## config.mk

```make
export PLATFORM = sky130hd
export DESIGN_NAME = interval_timer_ctrl
export DESIGN_NICKNAME = d
export VERILOG_FILES = /design/src/rtl/interval_timer_pkg.sv /design/src/rtl/timer_counter_core.sv /design/src/rtl/interval_timer_ctrl.sv
export SDC_FILE = /design/constraint.sdc
export NUM_CORES = 1
export LEC_CHECK = 0
export CORE_ASPECT_RATIO = 1.25
export CORE_MARGIN = 10
export CORE_UTILIZATION = 42
export DETAILED_ROUTE_END_ITERATION = 10
export PLACE_DENSITY = 0.72
export SETUP_SLACK_MARGIN = 0.5
export SYNTH_ARGS = -nofsm -noshare
export SYNTH_HDL_FRONTEND = slang
export SYNTH_SLANG_ARGS = --single-unit
export TNS_END_PERCENT = 100
```

## constraint.sdc

```tcl
create_clock -name clk -period 1.6 [get_ports clk]
set_clock_uncertainty 0.05 [all_clocks]
set_input_delay 0.16 -clock clk [delete_from_list [all_inputs] [get_ports clk]]
set_output_delay 0.16 -clock clk [all_outputs]
set_load 0.005 [all_outputs]
```

## src/rtl/interval_timer_pkg.sv

```systemverilog
// Shared types and constants for the interval timer controller and its counter core.
// INTERVAL_TIMER_PRESCALER_EN enables the clock-enable prescaler in interval_timer_ctrl.
package interval_timer_pkg;

  localparam int unsigned DEF_W     = 4;
  localparam int unsigned DEF_PRE_W = 8;

  typedef enum logic [1:0] {
    ST_IDLE = 2'd0,
    ST_RUN  = 2'd1,
    ST_HOLD = 2'd2,
    ST_DONE = 2'd3
  } timer_state_e;

  localparam logic MODE_ONESHOT  = 1'b0;
  localparam logic MODE_PERIODIC = 1'b1;

  function automatic logic state_is_busy(input timer_state_e s);
    return (s == ST_RUN) || (s == ST_HOLD);
  endfunction

endpackage

```

## src/rtl/timer_counter_core.sv

```systemverilog
// W-bit up-counter datapath: synchronous clear (dominant), increment enable, and a
// terminal-match flag comparing the current count against the supplied limit.
module timer_counter_core
  import interval_timer_pkg::*;
#(
  parameter int unsigned W = DEF_W
) (
  input  logic         clk_i,
  input  logic         rst_ni,
  input  logic         clr_i,
  input  logic         inc_i,
  input  logic [W-1:0] limit_i,
  output logic [W-1:0] count_o,
  output logic         match_o
);

  logic [W-1:0] count_q, count_d;

  always_comb begin
    count_d = count_q;
    if (clr_i) begin
      count_d = '0;
    end else if (inc_i) begin
      count_d = count_q + W'(1);
    end
  end

  always_ff @(posedge clk_i or negedge rst_ni) begin
    if (!rst_ni) begin
      count_q <= '0;
    end else begin
      count_q <= count_d;
    end
  end

  assign count_o = count_q;
  assign match_o = (count_q == limit_i);

endmodule

```

## src/rtl/interval_timer_ctrl.sv

```systemverilog
// Interval timer controller: start/stop/pause FSM around timer_counter_core with one-shot
// or periodic mode. Define INTERVAL_TIMER_PRESCALER_EN to add the presc input and prescaler.
module interval_timer_ctrl
  import interval_timer_pkg::*;
#(
  parameter int unsigned W = DEF_W
`ifdef INTERVAL_TIMER_PRESCALER_EN
  ,
  parameter int unsigned PRE_W = DEF_PRE_W
`endif
) (
  input  logic             clk,
  input  logic             res,
  input  logic             cfg_we,
  input  logic [W-1:0]     cfg_limit,
  input  logic             cfg_periodic,
  input  logic             start,
  input  logic             stop,
  input  logic             pause,
`ifdef INTERVAL_TIMER_PRESCALER_EN
  input  logic [PRE_W-1:0] presc,
`endif
  output logic [W-1:0]     count,
  output logic             busy,
  output logic             tick,
  output logic             done
);

  timer_state_e state_q, state_d;
  logic [W-1:0] limit_q, limit_d;
  logic         periodic_q, periodic_d;
  logic         tick_q, tick_d;
  logic         busy_q, busy_d;
  logic         done_q, done_d;

  logic en;
  logic active;     // counting is allowed this edge (prescaler advances)
  logic restart;    // start or stop taken: counter and prescaler return to zero
  logic wrap;       // periodic terminal count
  logic ctr_inc;
  logic ctr_match;

`ifdef INTERVAL_TIMER_PRESCALER_EN
  logic [PRE_W-1:0] presc_cnt_q, presc_cnt_d;

  // Down-counter reloaded from presc only when en fires, so presc is sampled once per period.
  assign en = (presc_cnt_q == '0);

  always_comb begin
    presc_cnt_d = presc_cnt_q;
    if (restart) begin
      presc_cnt_d = '0;
    end else if (active) begin
      presc_cnt_d = en ? presc : presc_cnt_q - PRE_W'(1);
    end
  end

  always_ff @(posedge clk or negedge res) begin
    if (!res) begin
      presc_cnt_q <= '0;
    end else begin
      presc_cnt_q <= presc_cnt_d;
    end
  end
`else
  assign en = 1'b1;
`endif

  always_comb begin
    state_d    = state_q;
    limit_d    = limit_q;
    periodic_d = periodic_q;
    tick_d     = 1'b0;
    active     = 1'b0;
    restart    = 1'b0;
    wrap       = 1'b0;
    ctr_inc    = 1'b0;

    if (stop) begin
      state_d = ST_IDLE;
      restart = 1'b1;
    end else begin
      unique case (state_q)
        ST_IDLE: begin
          if (start) begin
            state_d = ST_RUN;
            restart = 1'b1;
          end else if (cfg_we) begin
            limit_d    = cfg_limit;
            periodic_d = cfg_periodic;
          end
        end
        ST_DONE: begin
          if (start) begin
            state_d = ST_RUN;
            restart = 1'b1;
          end
        end
        ST_RUN, ST_HOLD: begin
          // Leaving HOLD counts on the same edge, so a pause delays by exactly its length.
          if (pause) begin
            state_d = ST_HOLD;
          end else begin
            state_d = ST_RUN;
            active  = 1'b1;
            if (en) begin
              if (ctr_match) begin
                tick_d = 1'b1;
                if (periodic_q == MODE_PERIODIC) begin
                  wrap = 1'b1;
                end else begin
                  state_d = ST_DONE;
                end
              end else begin
                ctr_inc = 1'b1;
              end
            end
          end
        end
        default: state_d = ST_IDLE;
      endcase
    end

    busy_d = state_is_busy(state_d);
    done_d = (state_d == ST_DONE);
  end

  always_ff @(posedge clk or negedge res) begin
    if (!res) begin
      state_q    <= ST_IDLE;
      limit_q    <= '1;
      periodic_q <= MODE_ONESHOT;
      tick_q     <= 1'b0;
      busy_q     <= 1'b0;
      done_q     <= 1'b0;
    end else begin
      state_q    <= state_d;
      limit_q    <= limit_d;
      periodic_q <= periodic_d;
      tick_q     <= tick_d;
      busy_q     <= busy_d;
      done_q     <= done_d;
    end
  end

  timer_counter_core #(
    .W (W)
  ) u_core (
    .clk_i   (clk),
    .rst_ni  (res),
    .clr_i   (restart | wrap),
    .inc_i   (ctr_inc),
    .limit_i (limit_q),
    .count_o (count),
    .match_o (ctr_match)
  );

  assign tick = tick_q;
  assign busy = busy_q;
  assign done = done_q;

endmodule

```

==> results.sh, run 1 <==
export IMPL_endpoint_kind="register"
export IMPL_rsz0062_at_grt="yes"
export IMPL_root_buffer="clkbuf_4"
export IMPL_met3RoutedLength_um=89
export IMPL_power_mw=1.93
export IMPL_dr_wl_met2_um=980
export IMPL_antenna_found_initial=0
export IMPL_crit_fanout=7
export IMPL_placementRows=16
export IMPL_htree_num_levels=1
export IMPL_cts_tree="done"
export IMPL_crit_type="register to register"
export IMPL_totalWireLength_um=1840
export IMPL_grt_pass1_vias=720
export IMPL_antenna_cells=0
export IMPL_path_cells="xnor2_2, nand4_2, buf_4, o32a_4, o211ai_2"
export IMPL_slowest_delay_ns=0.56
export IMPL_status="complete, no violations"
export IMPL_syn_inst=66
export IMPL_die_w_um=57.7
export IMPL_ys_flop_type="dfrtp_1"
export IMPL_die_area_um2=3870
export IMPL_postSynthAreaPerCell_um2=11.3
export IMPL_final_nets=119
export IMPL_leakage_nw=0.564
export IMPL_hpwl_um=1350
export IMPL_maxSlewHeadroom=0.809
export IMPL_yosys_warnings=0
export IMPL_clkTransAtPathRegs_ns=0.09
export IMPL_drc=0
export IMPL_synth_top_area_share=0.336
export IMPL_fin_crit_ns=1.59
export IMPL_power_density_nw_per_um2=1530
export IMPL_dr_pass1_iters=4
export IMPL_post_drt_wl_per_cell_um=15.1
export IMPL_multi_input_area_um2=485
export IMPL_reg2reg_to="u_core.count_o[3]"
export IMPL_start_util=0.459
export IMPL_numCtsBuffers=3
export IMPL_crit_required_ns=1.76
export IMPL_synth_seq_cells=14
export IMPL_grt_max_degree=15
export IMPL_worstPathArrival_ns=1.75
export IMPL_min_period_over_period=0.997
export IMPL_yosysUniqueCellTypes=28
export IMPL_synth_top_area_cell="dfrtp_1"
export IMPL_dr_max_layer_used="met4"
export IMPL_synth_area_top_cells="dfrtp_1 (34%), dfstp_2 (14%), mux2_1 (7.6%)"
export IMPL_grt_ovfl_total=0
export IMPL_routed_via_count=632
export IMPL_worst_path_buf_inv=1
export IMPL_num_io_pins=18
export IMPL_wl_met1_um=742
export IMPL_worst_pin_slew_ns=0.286
export IMPL_reg2reg_depth=5
export IMPL_r2r_setup_slack_ns=0.005
export IMPL_port_buffers=17
export IMPL_drtAntennaViolNets=0
export IMPL_grt_pass1_wl_um=3090
export IMPL_postPlaceCellArea_um2=1040
export IMPL_cpMaxStageDelayCell="dfstp_2"
export IMPL_slew_violations=0
export IMPL_clk_latency_ns=0.28
export IMPL_netlist_area_um2=744
export IMPL_fp_dieH_um=67.1
export IMPL_cts_num_sinks=14
export IMPL_drv_cap=0
export IMPL_nFillCells=89
export IMPL_final_core_util=0.781
export IMPL_place_gp_congestion=0.738
export IMPL_core_area_um2=1620
export IMPL_vdd_drop_max_mv=1.03
export IMPL_holdWs_ns=0.125
export IMPL_synthTopCellsByCount="dfrtp_1 (10), inv_1 (7), mux2_1 (5)"
export IMPL_register_area_um2=355
export IMPL_finalSetupTns_ns=0
export IMPL_clockBufferDepth=2
export IMPL_drive_above_1_share=0.558
export IMPL_cpLargestDelayFamily="flip-flops"
export IMPL_seq_area_frac_synth=0.477
export IMPL_grt_util_all_layers=0.100
export IMPL_cts_hold_buf=0
export IMPL_r2r_start="limit_q[2]"
export IMPL_finalHoldViolCount=0
export IMPL_vias_per_cell=5.18
export IMPL_synth_fp_nets=80
export IMPL_synthArstFlopShare=1.00
export IMPL_start_kind="register"
export IMPL_hold_path_class="input port to asynchronous set/reset pin"
export IMPL_setup_viol=0
export IMPL_final_area_um2=1270
export IMPL_fmax_ghz=0.627
export IMPL_post_synth_top_count_cell="dfrtp_1"
export IMPL_synth_edf_count=0
export IMPL_drtIter0Drc=23
export IMPL_area_growth_pct=70.1
worst max path at each step:
stage	start	endpoint	slack (ns)	depth (start not counted)
2_1_floorplan	limit_q[2]	busy	-0.01	5
3_3_place_gp	state_q[1]	busy	0.01	5
3_5_place_dp	state_q[1]	busy	-0.03	5
4_1_cts	limit_q[2]	busy	-0.01	5
5_1_grt	limit_q[0]	busy	-0.05	5
6_report	limit_q[2]	u_core.count_o[3]	0.005	5
state kept, by name, indices dropped and copies added, names as in the netlist:
signal and flops:
limit_q 4, u_core.count_o 4, state_q 2, busy 1, done 1, periodic_q 1
tick 1
metrics by stage:
step                setup WS [ns]  instances
global route              -0.0514        122
detailed placement        -0.0312        111
finish                    0.00520        122
CTS                       -0.0107        120
global placement           0.0121        111
floorplan                 -0.0108         66
where the power goes:
part	switching, mW	total [mW]	internal, mW
clock	0.118	0.256	0.138
sequential	0.0932	0.602	0.509
combinational	0.447	1.07	0.628
total	0.658	1.93	1.27
area by class of cell:
class                   count  share of cell area
inverters                   7              0.0208
clock buffers               4              0.0287
multi-input cells          43               0.383
repair buffers             36               0.269
flip-flops and latches     14               0.281
well taps                  18              0.0178
cells by family after synthesis:
kind of cell	after synthesis	share of synthesized area
buffers and inverters	9	0.0454
DFF	14	0.477
and+or+nand+nor	19	0.161
adders and majority gates	3	0.0504
AOI/OAI and AO/OA	12	0.143
xor gates and xnor gates	4	0.0471
muxes	5	0.0756
per-layer routing:
layer  vias to the layer above  global-route usage
met5                         -                   0
met3                         4              0.0342
met4                         0              0.0441
met2                        10               0.185
met1                       308              0.0978
li1                        310                   -
what timing repair did:
action,4_1_cts,5_1_grt
gates resized for setup,45,8
setup buffers,5,2
hold endpoints to repair,0,0
pin swaps,3,1
setup endpoints to repair,21,18
cells in the final DEF, fill, tap and decap left out, drive strengths merged:
master,instances
o22ai,1
nor2,2
dfrtp,10
o211ai,1
a21oi,3
dfstp,4
a221oi,1
ha,3
inv,7
mux2,5
clkbuf,4
clkdlybuf4s50,10
xnor2,4
nand4,3
nor3,2
nor4,1
nand3,2
buf,23
o21ai,3
nand2b,1
nor4b,1
o21a,1
clkdlybuf4s15,3
nor2b,3
o32a,1
a31o,1
nand2,2
nor3b,2
worst register-to-register path, stage by stage, from the launching register on:
cell,delay [ns]
dfstp_2,0.56
xnor2_2,0.12
nand4_2,0.14
buf_4,0.19
o32a_4,0.33
o211ai_2,0.14
Power figures use the tool's default switching activity.
==> run 2: changes to the inputs <==
Settings changed: CORE_UTILIZATION 42 to 26, PLACE_DENSITY 0.72 to default.
==> results.sh, run 2 (synthesis gave the netlist of run 1 again) <==
export IMPL_root_buffer="clkbuf_4"
export IMPL_hold_path_class="input port to asynchronous set/reset pin"
export IMPL_post_drt_wl_per_cell_um=14.5
export IMPL_vdd_drop_max_mv=0.775
export IMPL_drc=0
export IMPL_cts_hold_buf=0
export IMPL_final_cell_mix="buf_4 (17), buf_6 (14), dfrtp_1 (10), clkdlybuf4s50_1 (10), inv_1 (5)"
export IMPL_drtIter0Drc=5
export IMPL_finalHoldViolCount=0
export IMPL_dr_pass1_iters=4
export IMPL_violations="negative setup slack"
export IMPL_power_density_nw_per_um2=1550
export IMPL_antenna_cells=0
export IMPL_grt_util_all_layers=0.0818
export IMPL_finalSetupTns_ns=-0.0758
export IMPL_fmax_ghz=0.609
export IMPL_drive_above_1_share=0.575
export IMPL_clockBufferDepth=2
export IMPL_num_io_pins=18
export IMPL_drv_cap=0
export IMPL_fin_crit_ns=1.64
export IMPL_min_period_over_period=1.03
export IMPL_start_util=0.275
export IMPL_die_area_um2=5420
export IMPL_final_area_um2=1360
export IMPL_crit_fanout=4
export IMPL_routed_via_count=694
export IMPL_maxSlewHeadroom=0.781
export IMPL_worst_path_buf_inv=1
export IMPL_clkTransAtPathRegs_ns=0.09
export IMPL_fp_dieH_um=79.8
export IMPL_final_common_cell="buf_4"
export IMPL_grt_pass1_wl_um=3490
export IMPL_path_cells="xnor2_1, nand4_2, buf_6, o32a_4, o22ai_2"
export IMPL_area_growth_pct=83.0
export IMPL_htree_num_levels=1
export IMPL_placementRows=21
export IMPL_postPlaceCellArea_um2=1080
export IMPL_cpMaxStageDelayCell="dfstp_2"
export IMPL_crit_type="register to register"
export IMPL_leakage_nw=0.609
export IMPL_numCtsBuffers=3
export IMPL_endpoint_kind="register"
export IMPL_power_mw=2.11
export IMPL_slew_violations=0
export IMPL_crit_required_ns=1.75
export IMPL_worst_pin_slew_ns=0.327
export IMPL_port_buffers=17
export IMPL_worstPathArrival_ns=1.79
export IMPL_grt_ovfl_total=0
export IMPL_grt_pass1_vias=758
export IMPL_place_gp_congestion=0.795
export IMPL_final_nets=128
export IMPL_vias_per_cell=4.72
export IMPL_die_w_um=67.9
export IMPL_start_kind="register"
export IMPL_grt_max_degree=15
export IMPL_cts_tree="done"
export IMPL_slowest_delay_ns=0.55
export IMPL_drtAntennaViolNets=0
export IMPL_setup_viol=4
export IMPL_worst_slack_ns=-0.0419
export IMPL_rsz0062_at_grt="yes"
export IMPL_core_area_um2=2710
export IMPL_antenna_found_initial=0
export IMPL_cpLargestDelayFamily="flip-flops"
export IMPL_clk_latency_ns=0.28
export IMPL_status="finished, violations left"
export IMPL_totalWireLength_um=2130
export IMPL_cts_num_sinks=14
export IMPL_hpwl_um=1410
==> run 2: cell types whose count changed in the layout (fill, tap and decap cells not counted), sizes merged <==
cell / before / now
clkdlybuf4s15: 3 / 2
clkbuf: 4 / 5
buf: 23 / 32
==> run 2: report_power, final <==
| part | internal [mW] | switching (mW) | total (mW) |
|---|---|---|---|
| clock | 0.0966 | 0.118 | 0.214 |
| combinational | 0.788 | 0.509 | 1.30 |
| sequential | 0.509 | 0.0911 | 0.600 |
==> run 2: worst reg2reg max path, stage by stage, from the launching register on <==
cell     delay [ns]
dfstp_2        0.55
xnor2_1        0.13
nand4_2        0.15
buf_6          0.16
o32a_4         0.38
o22ai_2        0.16
==> run 2: per-layer routing <==
layer,routed length [um],up-vias,GRT usage,share of wire
met3,98,2,0.0295,0.046
met1,787,353,0.0896,0.37
met2,1220,10,0.137,0.57
met4,17,0,0.0363,0.0080
met5,0,-,0,0
li1,-,329,-,-
==> run 2: final timing paths <==
| path | depth (start not counted) | start | endpoint | slack [ns] |
|---|---|---|---|---|
| worst min-delay path | 2 | res | u_core.count_o[2] | 0.13 |
| min in group clk | 2 | cfg_limit[1] | limit_q[1] | 0.44 |
| worst max-delay path | 5 | limit_q[3] | u_core.count_o[2] | -0.04 |
| max in group asynchronous | 2 | res | limit_q[2] | 1.13 |
| worst max register to register | 5 | limit_q[3] | u_core.count_o[2] | -0.04 |
| worst min register to register | 1 | periodic_q | periodic_q | 0.55 |
==> run 2: repair_timing <==
action / in CTS / in global routing
setup buffers: 10 / 4
pin swaps: 3 / 5
resized for setup: 53 / 6
endpoints found under the setup margin: 21 / 19
==> run 2: cell type report <==
| cell class | count | area, um^2 |
|---|---|---|
| Inverter | 7 | 26.3 |
| Sequential cell | 14 | 355 |
| Timing Repair Buffer | 45 | 430 |
| Clock buffer | 4 | 26.3 |
| Multi-Input combinational cell | 43 | 482 |
| Tap cell | 34 | 42.5 |
| Fill cell | 242 | 1340 |
==> run 2: per-stage QoR <==
| stage | worst slack, ns | hold slack [ns] | util | std cells |
|---|---|---|---|---|
| floorplan | -0.0108 | -0.186 | - | 66 |
| global placement | -0.0374 | 0.436 | 0.398 | 129 |
| detailed placement | -0.114 | 0.444 | 0.398 | 129 |
| CTS | -0.0114 | 0.137 | 0.485 | 143 |
| global route | -0.0844 | 0.153 | 0.503 | 147 |
| finish | -0.0419 | 0.132 | 0.503 | 147 |
==> edit (flow settings as in run 1) <==
Build with the macro `INTERVAL_TIMER_PRESCALER_EN` defined.
--- a/src/rtl/interval_timer_ctrl.sv
+++ b/src/rtl/interval_timer_ctrl.sv
@@ -1,5 +1,7 @@
 // Interval timer controller: start/stop/pause FSM around timer_counter_core with one-shot
 // or periodic mode. Define INTERVAL_TIMER_PRESCALER_EN to add the presc input and prescaler.
+`define INTERVAL_TIMER_PRESCALER_EN
+
 module interval_timer_ctrl
   import interval_timer_pkg::*;
 #(
Ports: changed (added presc); port bits go from 18 to 26. No check against the original RTL was run, so the function may have changed too.
==> edit against run 1 <==
- the flow now finishes with violations (setup timing)
- worst setup slack got worse by 0.20 ns
- synthesized area rose by 68%
- sequential cell count rose by 8
- power rose by 92%
- routed wire length rose by 110%
- final area rose by 66%
- critical path type unchanged
==> edit: results (changes against run 1) <==
Finish
The fraction of layout instances using a drive strength above 1 came to 49.0% (-6.8 points).

Placement
The post-placement setup slack is -0.189 ns (-0.158 ns). The total placed instance area is 1830 um2 (+76%). The total instance count after detailed placement is 211 (+90%). The final weighted congestion of routability-driven global placement was 0.776 (+5.2%). The placed wire-length estimate was 2.61 mm (+93%).

Synthesis
The fraction of synthesized area in multiplexers is 7.68% (+0.12 points). The sequential element share of the synthesized area is 44.3% (-3.4 points). The adder and majority gate portion of the synthesized area is 3.99% (-1.1 points).

CTS
The clock insertion delay at the later pin of the skew report is 0.33 ns (+0.05 ns). The post-cts resize count is 66 (+47%). The clock edge transition at the registers on the reported setup and hold paths is 0.14 ns (+0.05 ns).

The post-CTS repair timing setup buffer count was 11 (+6).

Routing
The per-cell routed wire length is 17.0 um (+13%). The detailed-route wire length on metal 1 was 1.50 mm (+100%). The via density per instance is 5.57 (+7.6%). The detailed router's first-iteration violation count was 81 (+250%).

Power
The static leakage power is 0.926 nW (+64%). The switching share of total power is 40.1% (+6.1 points). The combinational power share was 66.7% (+11 points).

Run status
The final reports fail on setup timing. The run finished, with violations left.

STA
The final worst setup slack is -0.193 ns (-0.198 ns). The setup TNS was -0.883 ns (-0.883 ns). The final setup violation count was 10 (+10).

The actual slew at the worst max-slew pin was 0.290 ns (+0.00362 ns).

Setup path
The endpoint identified for the worst register-to-register timing path is busy$_DFF_PN0_. The startpoint identified for the worst register-to-register timing path is presc_cnt_q[4]$_DFFE_PN0P_.

Global routing
The met1 layer usage reported by global route is 15.8% (+6.0 points).
[edit: area by class of cell]
class | count | area (um2)
multi-input combinational | 90 | 825
fill | 212 | 783
timing repair buffer | 69 | 619
sequential | 22 | 556
tap | 36 | 45.0
clock buffer | 4 | 36.3
inverter | 7 | 26.3
[edit: worst max path at each step]
| stage | from | to | slack, ns |
|---|---|---|---|
| after floorplan | presc_cnt_q[3]$_DFFE_PN0P_ | busy$_DFF_PN0_ | -0.36 |
| after global placement | limit_q[0]$_DFFE_PN1P_ | busy$_DFF_PN0_ | -0.11 |
| after detailed placement | start | busy$_DFF_PN0_ | -0.19 |
| after CTS | presc_cnt_q[4]$_DFFE_PN0P_ | busy$_DFF_PN0_ | -0.18 |
| after global routing | state_q[0]$_DFF_PN0_ | u_core.count_o[0]$_DFFE_PN0P_ | -0.29 |
| final | presc_cnt_q[4]$_DFFE_PN0P_ | busy$_DFF_PN0_ | -0.19 |
[edit: cells by family after synthesis]
family / Yosys count
compound gates: 27
xor+xnor: 4
fa+ha+maj: 4
buf+inv: 10
flops: 22
mux: 9
simple gates: 46
[edit: stage by stage]
stage / power, W / utilization [%]
after global placement: 0.00279 / 63.3
final: 0.00370 / 72.9
after floorplan: 0.00209 / -
after CTS: 0.00359 / 71.8
after global routing: 0.00393 / 72.9
after detailed placement: 0.00287 / 63.3
[edit: worst max-delay path: stages (launching register included)]
cell and delay [ns]:
sky130_fd_sc_hd__dfrtp_1 0.45, sky130_fd_sc_hd__nor4_4 0.36, sky130_fd_sc_hd__nand3_4 0.09, sky130_fd_sc_hd__or3_1 0.33
sky130_fd_sc_hd__a21oi_2 0.16, sky130_fd_sc_hd__ha_1 0.24
